## config.mk

```make
export PLATFORM = sky130hd
export DESIGN_NAME = serial_cla_subtractor
export DESIGN_NICKNAME = d
export VERILOG_FILES = /design/src/rtl/serial_cla_subtractor_pkg.sv /design/src/rtl/serial_cla_subtractor_cla4_slice.sv /design/src/rtl/serial_cla_subtractor.sv
export SDC_FILE = /design/constraint.sdc
export NUM_CORES = 1
export LEC_CHECK = 0
export CAP_MARGIN = 20
export CORE_MARGIN = 4
export CORE_UTILIZATION = 60
export CTS_BUF_LIST = sky130_fd_sc_hd__clkbuf_8 sky130_fd_sc_hd__clkbuf_16
export CTS_CLUSTER_DIAMETER = 50
export DETAILED_ROUTE_END_ITERATION = 16
export DONT_BUFFER_PORTS = 1
export PLACE_DENSITY = 0.79
export RECOVER_POWER = 100
export SLEW_MARGIN = 20
export SYNTH_ARGS = -nofsm -noshare
export SYNTH_HDL_FRONTEND = slang
export SYNTH_SLANG_ARGS = --single-unit
export TNS_END_PERCENT = 50
```

## constraint.sdc

```tcl
create_clock -name clk -period 4.75 [get_ports clk]
set_input_delay 0.7125 -clock clk [delete_from_list [all_inputs] [get_ports clk]]
set_output_delay 0.7125 -clock clk [all_outputs]
set_load 0.02 [all_outputs]
```

## src/rtl/serial_cla_subtractor_pkg.sv

```systemverilog
// Shared definitions for the nibble-serial carry-look-ahead subtractor.
package serial_cla_subtractor_pkg;

  // Width of one carry-look-ahead slice; the operands are walked one slice per cycle.
  localparam int NIBBLE_W = 4;

  // Control states of the serial subtractor.
  typedef enum logic [1:0] {
    IDLE = 2'd0,
    RUN  = 2'd1,
    DONE = 2'd2
  } state_t;

endpackage

```

## src/rtl/serial_cla_subtractor_cla4_slice.sv

```systemverilog
// Four-bit carry-look-ahead adder slice: every carry is formed directly from
// generate/propagate terms rather than rippling through the previous bit.
module cla4_slice (
  input  logic [3:0] x,
  input  logic [3:0] y,
  input  logic       cin,
  output logic [3:0] sum,
  output logic       cout
);

  logic [3:0] g;
  logic [3:0] p;
  logic [4:0] c;

  // Flattened look-ahead equations for the internal carries and the carry-out.
  always_comb begin
    g    = x & y;
    p    = x ^ y;
    c[0] = cin;
    c[1] = g[0] | (p[0] & cin);
    c[2] = g[1] | (p[1] & g[0]) | (p[1] & p[0] & cin);
    c[3] = g[2] | (p[2] & g[1]) | (p[2] & p[1] & g[0]) | (p[2] & p[1] & p[0] & cin);
    c[4] = g[3] | (p[3] & g[2]) | (p[3] & p[2] & g[1]) | (p[3] & p[2] & p[1] & g[0])
         | (p[3] & p[2] & p[1] & p[0] & cin);
    sum  = p ^ c[3:0];
    cout = c[4];
  end

endmodule

```

## src/rtl/serial_cla_subtractor.sv

```systemverilog
// Nibble-serial subtractor: computes a - b - bin as a + ~b + ~bin, one
// four-bit slice per cycle starting at the least significant nibble, reusing
// a single carry-look-ahead slice with the carry held in a register between cycles.
module serial_cla_subtractor
  import serial_cla_subtractor_pkg::*;
#(
  parameter int WIDTH = 16
) (
  input  logic             clk,
  input  logic             rst,
  input  logic             start,
  input  logic [WIDTH-1:0] a,
  input  logic [WIDTH-1:0] b,
  input  logic             bin,
  output logic [WIDTH-1:0] diff,
  output logic             bout,
  output logic             ovf,
  output logic             busy,
  output logic             done
);

  localparam int NIBBLES = WIDTH / NIBBLE_W;
  localparam int CW      = (NIBBLES > 1) ? $clog2(NIBBLES) : 1;
  localparam logic [CW-1:0] LAST_NIB = CW'(NIBBLES - 1);
  localparam int MSB     = WIDTH - 1;

  state_t               state;
  state_t               state_nxt;
  logic [CW-1:0]        nib_idx;
  logic [WIDTH-1:0]     a_q;
  logic [WIDTH-1:0]     b_q;
  logic [WIDTH-1:0]     diff_q;
  logic                 carry_q;
  logic                 bout_q;
  logic                 ovf_q;
  logic [NIBBLE_W-1:0]  x_nib;
  logic [NIBBLE_W-1:0]  y_nib;
  logic [NIBBLE_W-1:0]  sum_nib;
  logic                 slice_cout;
  logic                 accept;
  logic                 last_nib;

  // A new operation is taken only when nothing is in flight; start during RUN is dropped.
  always_comb begin
    accept   = ((state == IDLE) || (state == DONE)) && start;
    last_nib = (nib_idx == LAST_NIB);
    x_nib    = a_q[nib_idx*NIBBLE_W +: NIBBLE_W];
    y_nib    = ~b_q[nib_idx*NIBBLE_W +: NIBBLE_W];
  end

  cla4_slice u_slice (
    .x    (x_nib),
    .y    (y_nib),
    .cin  (carry_q),
    .sum  (sum_nib),
    .cout (slice_cout)
  );

  // State register.
  always_ff @(posedge clk) begin
    if (rst) state <= IDLE;
    else     state <= state_nxt;
  end

  // Next-state logic: RUN lasts exactly one cycle per nibble, DONE lasts one cycle.
  always_comb begin
    state_nxt = state;
    case (state)
      IDLE:    if (start) state_nxt = RUN;
      RUN:     if (last_nib) state_nxt = DONE;
      DONE:    state_nxt = start ? RUN : IDLE;
      default: state_nxt = IDLE;
    endcase
  end

  // Status outputs decode directly from the state.
  always_comb begin
    busy = (state == RUN);
    done = (state == DONE);
  end

  // Datapath: latch operands on accept, then build the result one nibble per RUN cycle.
  always_ff @(posedge clk) begin
    if (rst) begin
      a_q     <= '0;
      b_q     <= '0;
      diff_q  <= '0;
      carry_q <= 1'b0;
      bout_q  <= 1'b0;
      ovf_q   <= 1'b0;
      nib_idx <= '0;
    end else if (accept) begin
      a_q     <= a;
      b_q     <= b;
      carry_q <= ~bin;
      nib_idx <= '0;
    end else if (state == RUN) begin
      diff_q[nib_idx*NIBBLE_W +: NIBBLE_W] <= sum_nib;
      carry_q <= slice_cout;
      nib_idx <= nib_idx + 1'b1;
      if (last_nib) begin
        bout_q <= ~slice_cout;
        ovf_q  <= (a_q[MSB] != b_q[MSB]) && (sum_nib[NIBBLE_W-1] != a_q[MSB]);
      end
    end
  end

  assign diff = diff_q;
  assign bout = bout_q;
  assign ovf  = ovf_q;

endmodule

```

After elaboration in Yosys (flattened, before gate mapping)
Index checks and enable logic that the tools add are counted.

Equal/unequal tests: 7. Mux-type cells: 7. Shift operators: 4. Bitwise operators: 33. Reductions and logical operators: 9. Add/subtract/negate cells: 2.

Operator list (count): negation 4 -> 34 bit (1); variable shift 4 x 34 -> 16 bit (first input constant) (1); variable part select 4 x 34 -> 16 bit (1); variable part select 16 x 5 -> 4 bit (2); bitwise AND 1 bit (16); bitwise mux 16 bit (1); bitwise OR 1 bit (10); bitwise XOR 4 bit (2); case mux 2 bit (3 select lines) (1); bitwise AND 4 bit (1); == test 2 bit (second input constant) (2); two-way mux 2 bit (2); inverter 4 bit (1); AND reduction 2 bit (2); two-way mux 1 bit (3); inverter 1 bit (3); AND reduction 3 bit (1); adder 2 x 1 -> 2 bit (second input constant) (1); == test 2 x 1 -> 1 bit (second input constant) (1); logical AND 1 bit (2); zero test 2 bit (1); inequality test 1 bit (2); inequality test 2 x 1 -> 1 bit (second input constant) (1); inequality test 2 bit (second input constant) (1); other kinds (3) (3).

Output and inout bits: 20. Register bits after elaboration: 55. Word-level logic and storage cells: 70.

Longest topological paths before layout
Gate-level depths: netlist (run 1).

Word-level depth: 10. Gate-level depth with buffers: 9. Gate-level depth less buffers: 7.

By module
From an unflattened synthesis (run 1), not the netlist that was laid out.

Cell total of the unflattened synthesis: 269. Area, all modules: 2539.9 um^2.

Modules (own cells, without submodules): serial_cla_subtractor (times used 1, area each 2392.3 um^2, seq. area each 1101.1 um^2, cells each 252); cla4_slice (times used 1, area each 147.6 um^2, seq. area each 0.0 um^2, cells each 17).

Worst setup path after synthesis (run 1)
No wires, ideal clock.

Kind: reg2reg. Start: register nib_idx[0]. End: register diff_q[11], in the netlist diff[11]. Data arrival time: 2.757 ns. Library setup time: 0.070 ns. Period minus slack after synthesis: 2.828 ns. Required time: 4.680 ns. Path buffers: 2. Path slack: 1.922 ns. Cell stages (with the launch flop): 9. Cell sequence: dfxtp_1 buf_2 mux4_2 ha_1 a21o_1 and4_1 clkbuf_1 or4_1 a21oi_1.

Cells in the longest elaborated chain, start to end: 10. Elaborated cells between the ends (all ways): 25.

Ends and longest elaborated chain: from (decl) (RTL line serial_cla_subtractor.sv:29) `logic [CW-1:0] nib_idx;`; from (signal assigned) (RTL line serial_cla_subtractor.sv:100) `nib_idx <= nib_idx + 1'b1;`; variable part select 16 x 5 -> 4 bit (RTL line serial_cla_subtractor.sv:48) `y_nib = ~b_q[nib_idx*NIBBLE_W +: NIBBLE_W];`; inverter 4 bit (RTL line serial_cla_subtractor.sv:48); bitwise XOR 4 bit or bitwise AND 4 bit (tied branches) (RTL line serial_cla_subtractor_cla4_slice.sv:18, serial_cla_subtractor_cla4_slice.sv:17); bitwise AND 1 bit (RTL line serial_cla_subtractor_cla4_slice.sv:22) `c[3] = g[2] | (p[2] & g[1]) | (p[2] & p[1] & g[0]) | (p[2] & p[1] & p[0] & cin);`; bitwise OR 1 bit or bitwise AND 1 bit (tied branches) (2 in a row) (RTL line serial_cla_subtractor_cla4_slice.sv:22); bitwise OR 1 bit (RTL line serial_cla_subtractor_cla4_slice.sv:22); bitwise XOR 4 bit (RTL line serial_cla_subtractor_cla4_slice.sv:25) `sum = p ^ c[3:0];`; variable part select 4 x 34 -> 16 bit (RTL line serial_cla_subtractor.sv:98) `diff_q[nib_idx*NIBBLE_W +: NIBBLE_W] <= sum_nib;`; bitwise mux 16 bit * (RTL line serial_cla_subtractor.sv:98); to (signal, indexed assignment) (RTL line serial_cla_subtractor.sv:98); to (decl) (RTL line serial_cla_subtractor.sv:32) `logic [WIDTH-1:0] diff_q;`.

Every way passes the cells marked *; elsewhere a longest branch is shown, timed or not. A chain may end at the register's enable or synchronous reset.

Worst setup path in the final report (run 1)
Start: register nib_idx[0]. End: register ovf_q, in the netlist ovf.

Cells in the longest elaborated chain, start to end: 10. Elaborated cells between the ends (all ways): 18.

Ends and longest elaborated chain: variable part select 16 x 5 -> 4 bit (RTL line serial_cla_subtractor.sv:48); inverter 4 bit (RTL line serial_cla_subtractor.sv:48); bitwise XOR 4 bit or bitwise AND 4 bit (tied branches) (RTL line serial_cla_subtractor_cla4_slice.sv:18, serial_cla_subtractor_cla4_slice.sv:17); bitwise AND 1 bit (RTL line serial_cla_subtractor_cla4_slice.sv:22); bitwise OR 1 bit or bitwise AND 1 bit (tied branches) (2 in a row) (RTL line serial_cla_subtractor_cla4_slice.sv:22); bitwise OR 1 bit (RTL line serial_cla_subtractor_cla4_slice.sv:22); bitwise XOR 4 bit (RTL line serial_cla_subtractor_cla4_slice.sv:25); inequality test 1 bit (RTL line serial_cla_subtractor.sv:103) `ovf_q <= (a_q[MSB] != b_q[MSB]) && (sum_nib[NIBBLE_W-1] != a_q[MSB]);`; logical AND 1 bit (RTL line serial_cla_subtractor.sv:103); to (signal assigned) (RTL line serial_cla_subtractor.sv:103); to (decl) (RTL line serial_cla_subtractor.sv:35) `logic ovf_q;`.

Several ways; a longest one is shown, not always the timed one.

==> results of run 1 <==
-- cells by family after synthesis --
| kind of cell | Yosys count | share of synthesized area [%] |
|---|---|---|
| AO/OA/AOI/OAI | 62 | 15.4 |
| XOR/XNOR | 2 | 0.709 |
| adder cells (fa/ha/maj) | 11 | 5.87 |
| buffers and inverters | 28 | 4.35 |
| flip-flops | 55 | 44.6 |
| multiplexers | 8 | 7.29 |
| AND/OR/NAND/NOR | 117 | 21.8 |
-- final timing paths --
kind	cells after the start	start	slack, ps	to
setup / recovery	6	nib_idx[0]	1620	ovf
hold / removal	2	b_q[3]	450	b_q[3]
setup reg to reg	6	nib_idx[0]	1620	ovf
hold reg to reg	2	b_q[3]	450	b_q[3]
-- power groups by stage --
stage          clock (mW)  sequential [mW]  combinational [mW]
2_1_floorplan           0            0.509               0.109
3_3_place_gp            0            0.518               0.114
3_5_place_dp            0            0.519               0.119
4_1_cts             0.253            0.508               0.120
5_1_grt             0.276            0.511               0.137
6_report            0.248            0.507               0.120
-- critical path, cell delays in order, from the launching register on --
cell                       delay, ps
sky130_fd_sc_hd__dfxtp_1         880
sky130_fd_sc_hd__mux4_2          610
sky130_fd_sc_hd__ha_1            330
sky130_fd_sc_hd__a21o_1          210
sky130_fd_sc_hd__a311oi_1        590
sky130_fd_sc_hd__nor4_1          110
sky130_fd_sc_hd__o31a_1          290
-- cells in the final DEF, fill, tap and decap left out, drive strengths merged, types with 2 or more instances in the layout --
master	Yosys	final
mux4	8	8
inv	9	10
a32oi	4	4
clkbuf	17	5
ha	10	10
and2b	2	2
a21oi	41	41
nor4	2	2
xnor2	2	2
nor3	5	5
a21o	2	2
or3	2	2
nand2	70	70
a2bb2oi	4	4
nor2	17	17
dfxtp	55	55
nand2b	4	4
or4	6	6
a211o	2	2
nand3b	4	4
a22oi	4	4
-- stage by stage --
stage,setup WS (ps),hold WS [ps],instances,cell area [um^2],util [%]
after global placement,1690,437,314,2460,61.5
final,1620,454,323,2560,63.9
after CTS,1610,454,323,2560,63.9
after detailed placement,1620,441,315,2470,61.8
after floorplan,1920,433,283,2470,-
after global routing,1280,443,323,2560,63.9
-- routing by layer --
metal / share of wire, % / global-route usage [%] / wire, um / vias to the layer above
li1: - / - / - / 959
met1: 44 / 28.1 / 2220 / 867
met2: 49 / 33.3 / 2470 / 51
met3: 6.0 / 5.12 / 302 / 2
met4: 0.48 / 4.38 / 24 / 0
met5: 0 / 0 / 0 / -
-- synth_stat cells --
| library cell | number | share of area (%) |
|---|---|---|
| sky130_fd_sc_hd__xnor2_1 | 2 | 0.71 |
| sky130_fd_sc_hd__a32oi_1 | 4 | 1.4 |
| sky130_fd_sc_hd__nor2b_1 | 1 | 0.25 |
| sky130_fd_sc_hd__nand3b_1 | 2 | 0.61 |
| sky130_fd_sc_hd__o31ai_1 | 1 | 0.30 |
| sky130_fd_sc_hd__nor4_1 | 2 | 0.51 |
| sky130_fd_sc_hd__a2bb2oi_1 | 4 | 1.4 |
| sky130_fd_sc_hd__dfxtp_1 | 55 | 45 |
| sky130_fd_sc_hd__a211o_1 | 2 | 0.71 |
| sky130_fd_sc_hd__nor3_1 | 5 | 1.0 |
| sky130_fd_sc_hd__or4b_1 | 1 | 0.41 |
| sky130_fd_sc_hd__clkbuf_1 | 17 | 2.6 |
| sky130_fd_sc_hd__nor2_1 | 17 | 2.6 |
| sky130_fd_sc_hd__o211ai_1 | 1 | 0.30 |
| sky130_fd_sc_hd__nand2_1 | 70 | 11 |
| sky130_fd_sc_hd__nand2b_1 | 4 | 1.0 |
| sky130_fd_sc_hd__inv_1 | 8 | 1.2 |
| sky130_fd_sc_hd__mux4_2 | 8 | 7.3 |
| sky130_fd_sc_hd__inv_2 | 1 | 0.15 |
| sky130_fd_sc_hd__nor4b_1 | 1 | 0.35 |
| sky130_fd_sc_hd__nand3b_2 | 2 | 0.91 |
| sky130_fd_sc_hd__o31a_1 | 1 | 0.35 |
| sky130_fd_sc_hd__or4_1 | 6 | 1.8 |
| sky130_fd_sc_hd__fa_1 | 1 | 0.81 |
| sky130_fd_sc_hd__and2b_1 | 2 | 0.61 |
| sky130_fd_sc_hd__buf_2 | 2 | 0.41 |
| sky130_fd_sc_hd__and2_1 | 1 | 0.25 |
| sky130_fd_sc_hd__a21o_1 | 2 | 0.61 |
| sky130_fd_sc_hd__and4_1 | 1 | 0.35 |
| sky130_fd_sc_hd__a21oi_1 | 41 | 8.3 |
| sky130_fd_sc_hd__a311oi_1 | 1 | 0.35 |
| sky130_fd_sc_hd__ha_1 | 10 | 5.1 |
| sky130_fd_sc_hd__or3_1 | 2 | 0.51 |
| sky130_fd_sc_hd__o311a_1 | 1 | 0.41 |
| sky130_fd_sc_hd__a22oi_1 | 4 | 1.2 |
-- cell type report --
cell class	count	area, um^2	area share [%]
Multi-Input combinational cell	200	1260	49.4
Sequential cell	55	1100	43.1
Clock buffer	5	68.8	2.69
Tap cell	50	62.6	2.45
Inverter	9	33.8	1.32
Clock inverter	3	16.3	0.636
Timing Repair Buffer	1	11.3	0.441
-- flip-flops by register name, indices dropped and copies added (netlist names) --
name and flops:
b_q 16, nib_idx 2, a_q 16, ovf 1, carry_q 1, diff 16, bout 1, state 2
==> metrics.txt, run 1 <==
Area Overhead vs Synth 3.44%; antenna violations before repair 0; final net count 319; clock latency on the worst-skew pair 300 ps; peak supply drop 0.000219 V; Logic pwr share between 10% and 20%; number of filler cells placed in the layout around 350; sequential cell fraction of total power between 50% and 60%; Root Buffer sky130_fd_sc_hd__clkbuf_8; Post-Syn Area approximately 2500 um^2; Total GRT Usage 20.6%; overall die area about 5200 um^2; average instance area after synthesis 8.73 um^2; Die Y about 72 um; # hold bufs at CTS 0; Max Cap Viol 0; number of buffers inserted by post-CTS setup repair 0; category of the critical setup timing path reg -> reg; vias per cell 5.82; Resized Gates After CTS 0; Detailed Routing Iterations Pass 1 4; IO Port Bufs 0; Final Setup Violations 0; leakage power of the design roughly 0.94 nW; nature of the critical path startpoint register; result of the run finished clean; clock slew at the register clock pins of the worst setup and hold paths ~100 ps; global-route wire length before repair approximately 8.6 mm; setup TNS 0 ps; Rows 23; First DRT Iteration DRCs between 100 and 150; critical path data required time 4950 ps; I/O pin count 56; clock tree sinks 55; unrepaired setup endpoints after global routing false; time the worst path needs with I/O delays and setup about 3100 ps; CTS Buffer Depth 2; critical path data arrival time 3330 ps; placeable core region approximately 4000 um^2; x dimension of the die between 70 and 80 um; clock network fraction of design power about 28%; Hold Fails Final Rpt 0; synthesized netlist net count 330; internal power of the cells approximately 0.64 mW; total power after layout ~0.9 mW; routed wirelength normalized by instance count 15.5 um; detailed-route wire length around 5.0 mm; Clock Skews roughly 10 ps; transition time at the pin with the least slew margin between 1000 and 1500 ps; count of final max-slew check failures 0; Worst Hold Class reg -> reg; crit path max fanout 17; routed vias ~1.9k; clock tree from TritonCTS done; count of cell types in the netlist 35; net switching share of the total power 27.2%; grt total ovfl 0; DRC violations left 0; part of the Yosys area used for sequential elements about 45%; effective utilization at floorplan 61.8%; total number of H-tree levels 2; post-route clock period utilization about two thirds; number of warning messages in the yosys log 0; number of standard cells after synthesis 283; switching pwr approximately 0.24 mW; worst slew slack as a fraction of its limit 31.6%; power per unit of standard cell area ~340 nW/um^2; via count of the first global-routing pass about 1.8k; fmax between 0.3 and 0.4 GHz; Final HPWL DP roughly 3.6 mm; number of routed nets with antenna violations 0; maximum number of pins on one net before global-route repair 56; n_diodes 0; synthesis-stage register bit count 55; layout cell share with drive strength beyond 1 under 10%; cts bufs inserted 5; Worst Setup End Kind register; RD Place Congestion around 0.75
(Power assumes the default switching activity.)
==> inputs of run 2 (changes only) <==
==> constraint.sdc (replaced) <==
create_clock -name clk -period 3.15 [get_ports clk]
set_input_delay 0.4725 -clock clk [delete_from_list [all_inputs] [get_ports clk]]
set_output_delay 0.4725 -clock clk [all_outputs]
set_load 0.02 [all_outputs]
==> metrics.txt, run 2 (synthesis gave the netlist of run 1 again) <==
count of buffering cells on the critical path with inverters included 0 (unchanged); crit path max fanout 8 (-9); clock tree from TritonCTS done; via count of the first global-routing pass 1822 (+2.0%); Die Y 72.2 um (unchanged); critical path data arrival time 3010 ps (-320 ps); global-route wire length before repair 8.59 mm (+0.40%); routed vias 1943 (+3.4%); maximum number of pins on one net before global-route repair 56 (unchanged); # hold bufs at CTS 0 (unchanged); detailed-route wire length 5.03 mm (+0.30%); Clock Skews 6.80 ps (-3.51 ps); category of the critical setup timing path reg -> reg; Core Util, Final 65.2% (+1.3 points); layout cell share with drive strength beyond 1 7.97% (+1.4 points); number of filler cells placed in the layout 356 (+1.1%); critical path's largest stage delay 610 ps (-270 ps); critical-path cell list mux4_2 > ha_1 > a21o_1 > and4_1 > or4_1 > a21oi_1; clock tree sinks 55 (unchanged); Hold Fails Final Rpt 0 (unchanged); Rows 23 (unchanged); most common cell after layout, fill and taps aside sky130_fd_sc_hd__nand2_1; nature of the critical path startpoint register; result of the run finished clean; effective utilization at floorplan 61.8% (unchanged); Final HPWL DP 3.67 mm (+1.3%); critical path data required time 3400 ps (-1550 ps); Max Cap Viol 0 (unchanged); number of buffers inserted by post-CTS setup repair 0 (unchanged); peak supply drop 0.000372 V (+70%); antenna violations before repair 0 (unchanged); First DRT Iteration DRCs 232 (+62%); time the worst path needs with I/O delays and setup 2770 ps (-362 ps); placeable core region 4000 um^2 (unchanged); worst slew slack as a fraction of its limit 31.5% (-0.059 points); Detailed Routing Iterations Pass 1 4 (unchanged); IO Port Bufs 0 (unchanged); fmax 0.361 GHz (+13%); cts bufs inserted 5 (unchanged); count of final max-slew check failures 0 (unchanged); leakage power of the design 0.971 nW (+2.9%); cell at the slowest stage of the critical path sky130_fd_sc_hd__dfxtp_1; Worst Hold Class in -> reg; most used cells in the layout excluding fill and tap cells sky130_fd_sc_hd__nand2_1, sky130_fd_sc_hd__dfxtp_1, sky130_fd_sc_hd__a21oi_1; Area Overhead vs Synth 5.62%; transition time at the pin with the least slew margin 1030 ps (+0.879 ps); Root Buffer sky130_fd_sc_hd__clkbuf_8; n_diodes 0 (unchanged); vias per cell 5.96 (+2.5%); DRC violations left 0 (unchanged); Largest delay share family, worst path simple AND/OR/NAND/NOR gates; clock slew at the register clock pins of the worst setup and hold paths 90 ps (about the same); final net count 322 (+0.94%); setup TNS 0 ps (unchanged); routed wirelength normalized by instance count 15.4 um (-0.62%); grt total ovfl 0 (unchanged); Total GRT Usage 20.9% (+0.26 points); x dimension of the die 72.2 um (unchanged); number of routed nets with antenna violations 0 (unchanged); total number of H-tree levels 2 (unchanged); power per unit of standard cell area 548 nW/um^2 (+60%); post-route clock period utilization 87.9% (+22 points); footprint of the flip-flops and latches 1100 um^2 (unchanged); RD Place Congestion 0.759 (+1.5%); Worst Setup End Kind register; Resized Gates After CTS 0 (unchanged); clock latency on the worst-skew pair 310 ps (about the same); unrepaired setup endpoints after global routing false; overall die area 5210 um^2 (unchanged); total power after layout 1.43 mW (+64%); CTS Buffer Depth 2 (unchanged); Final Setup Violations 0 (unchanged); combined area of the multi-input logic cells 1270 um^2 (+0.50%); I/O pin count 56 (unchanged)
## run 2: changes by cell type in the layout (fill, tap and decap cells not counted), sizes merged
cell / change
buf: +2
clkinvlp: -1
clkbuf: +2
inv: -1
bufinv: +1
## run 2: cell type report
class                      count  share of cell area, %
inverter                       9                   1.29
timing repair buffer           4                   1.01
sequential                    55                   42.2
tap                           50                   2.40
clock buffer                   6                   3.16
multi-input combinational    200                   48.6
clock inverter                 2                   1.34
## run 2: per-layer routing
metal	wire (um)	global-route usage (%)	vias up
li1	-	-	969
met3	325	5.26	6
met4	58	7.93	0
met1	2220	27.8	906
met2	2430	32.8	62
met5	0	0	-
## run 2: report_power, final
group          switching (mW)  internal [mW]  leakage [nW]  total [mW]
combinational           0.106         0.0805         0.461       0.186
sequential             0.0323          0.729         0.449       0.761
clock                   0.226          0.257        0.0612       0.483
total                   0.364           1.07         0.971        1.43
## run 2: worst paths after layout
check / startpoint / to / slack (ps) / cells after the start
max: nib_idx[0] / diff[3] / 380 / 6
min: rst / b_q[10] / 220 / 1
max reg2reg: nib_idx[0] / diff[3] / 380 / 6
min reg2reg: a_q[6] / a_q[6] / 450 / 2
## run 2: worst register-to-register path, stage by stage (launching register included)
cell and delay [ps]:
sky130_fd_sc_hd__dfxtp_1 610, sky130_fd_sc_hd__mux4_2 580, sky130_fd_sc_hd__ha_1 330, sky130_fd_sc_hd__a21o_1 220
sky130_fd_sc_hd__and4_1 290, sky130_fd_sc_hd__or4_1 540, sky130_fd_sc_hd__a21oi_1 150
## run 2: through the flow
| step | cell area, um^2 | instances | worst slack [ps] | hold WS [ps] |
|---|---|---|---|---|
| after global placement | 2490 | 318 | 389 | 435 |
| after floorplan | 2470 | 283 | 322 | 433 |
| after CTS | 2610 | 326 | 312 | 211 |
| after global routing | 2610 | 326 | 178 | 205 |
| after detailed placement | 2490 | 318 | 322 | 440 |
| final | 2610 | 326 | 382 | 219 |
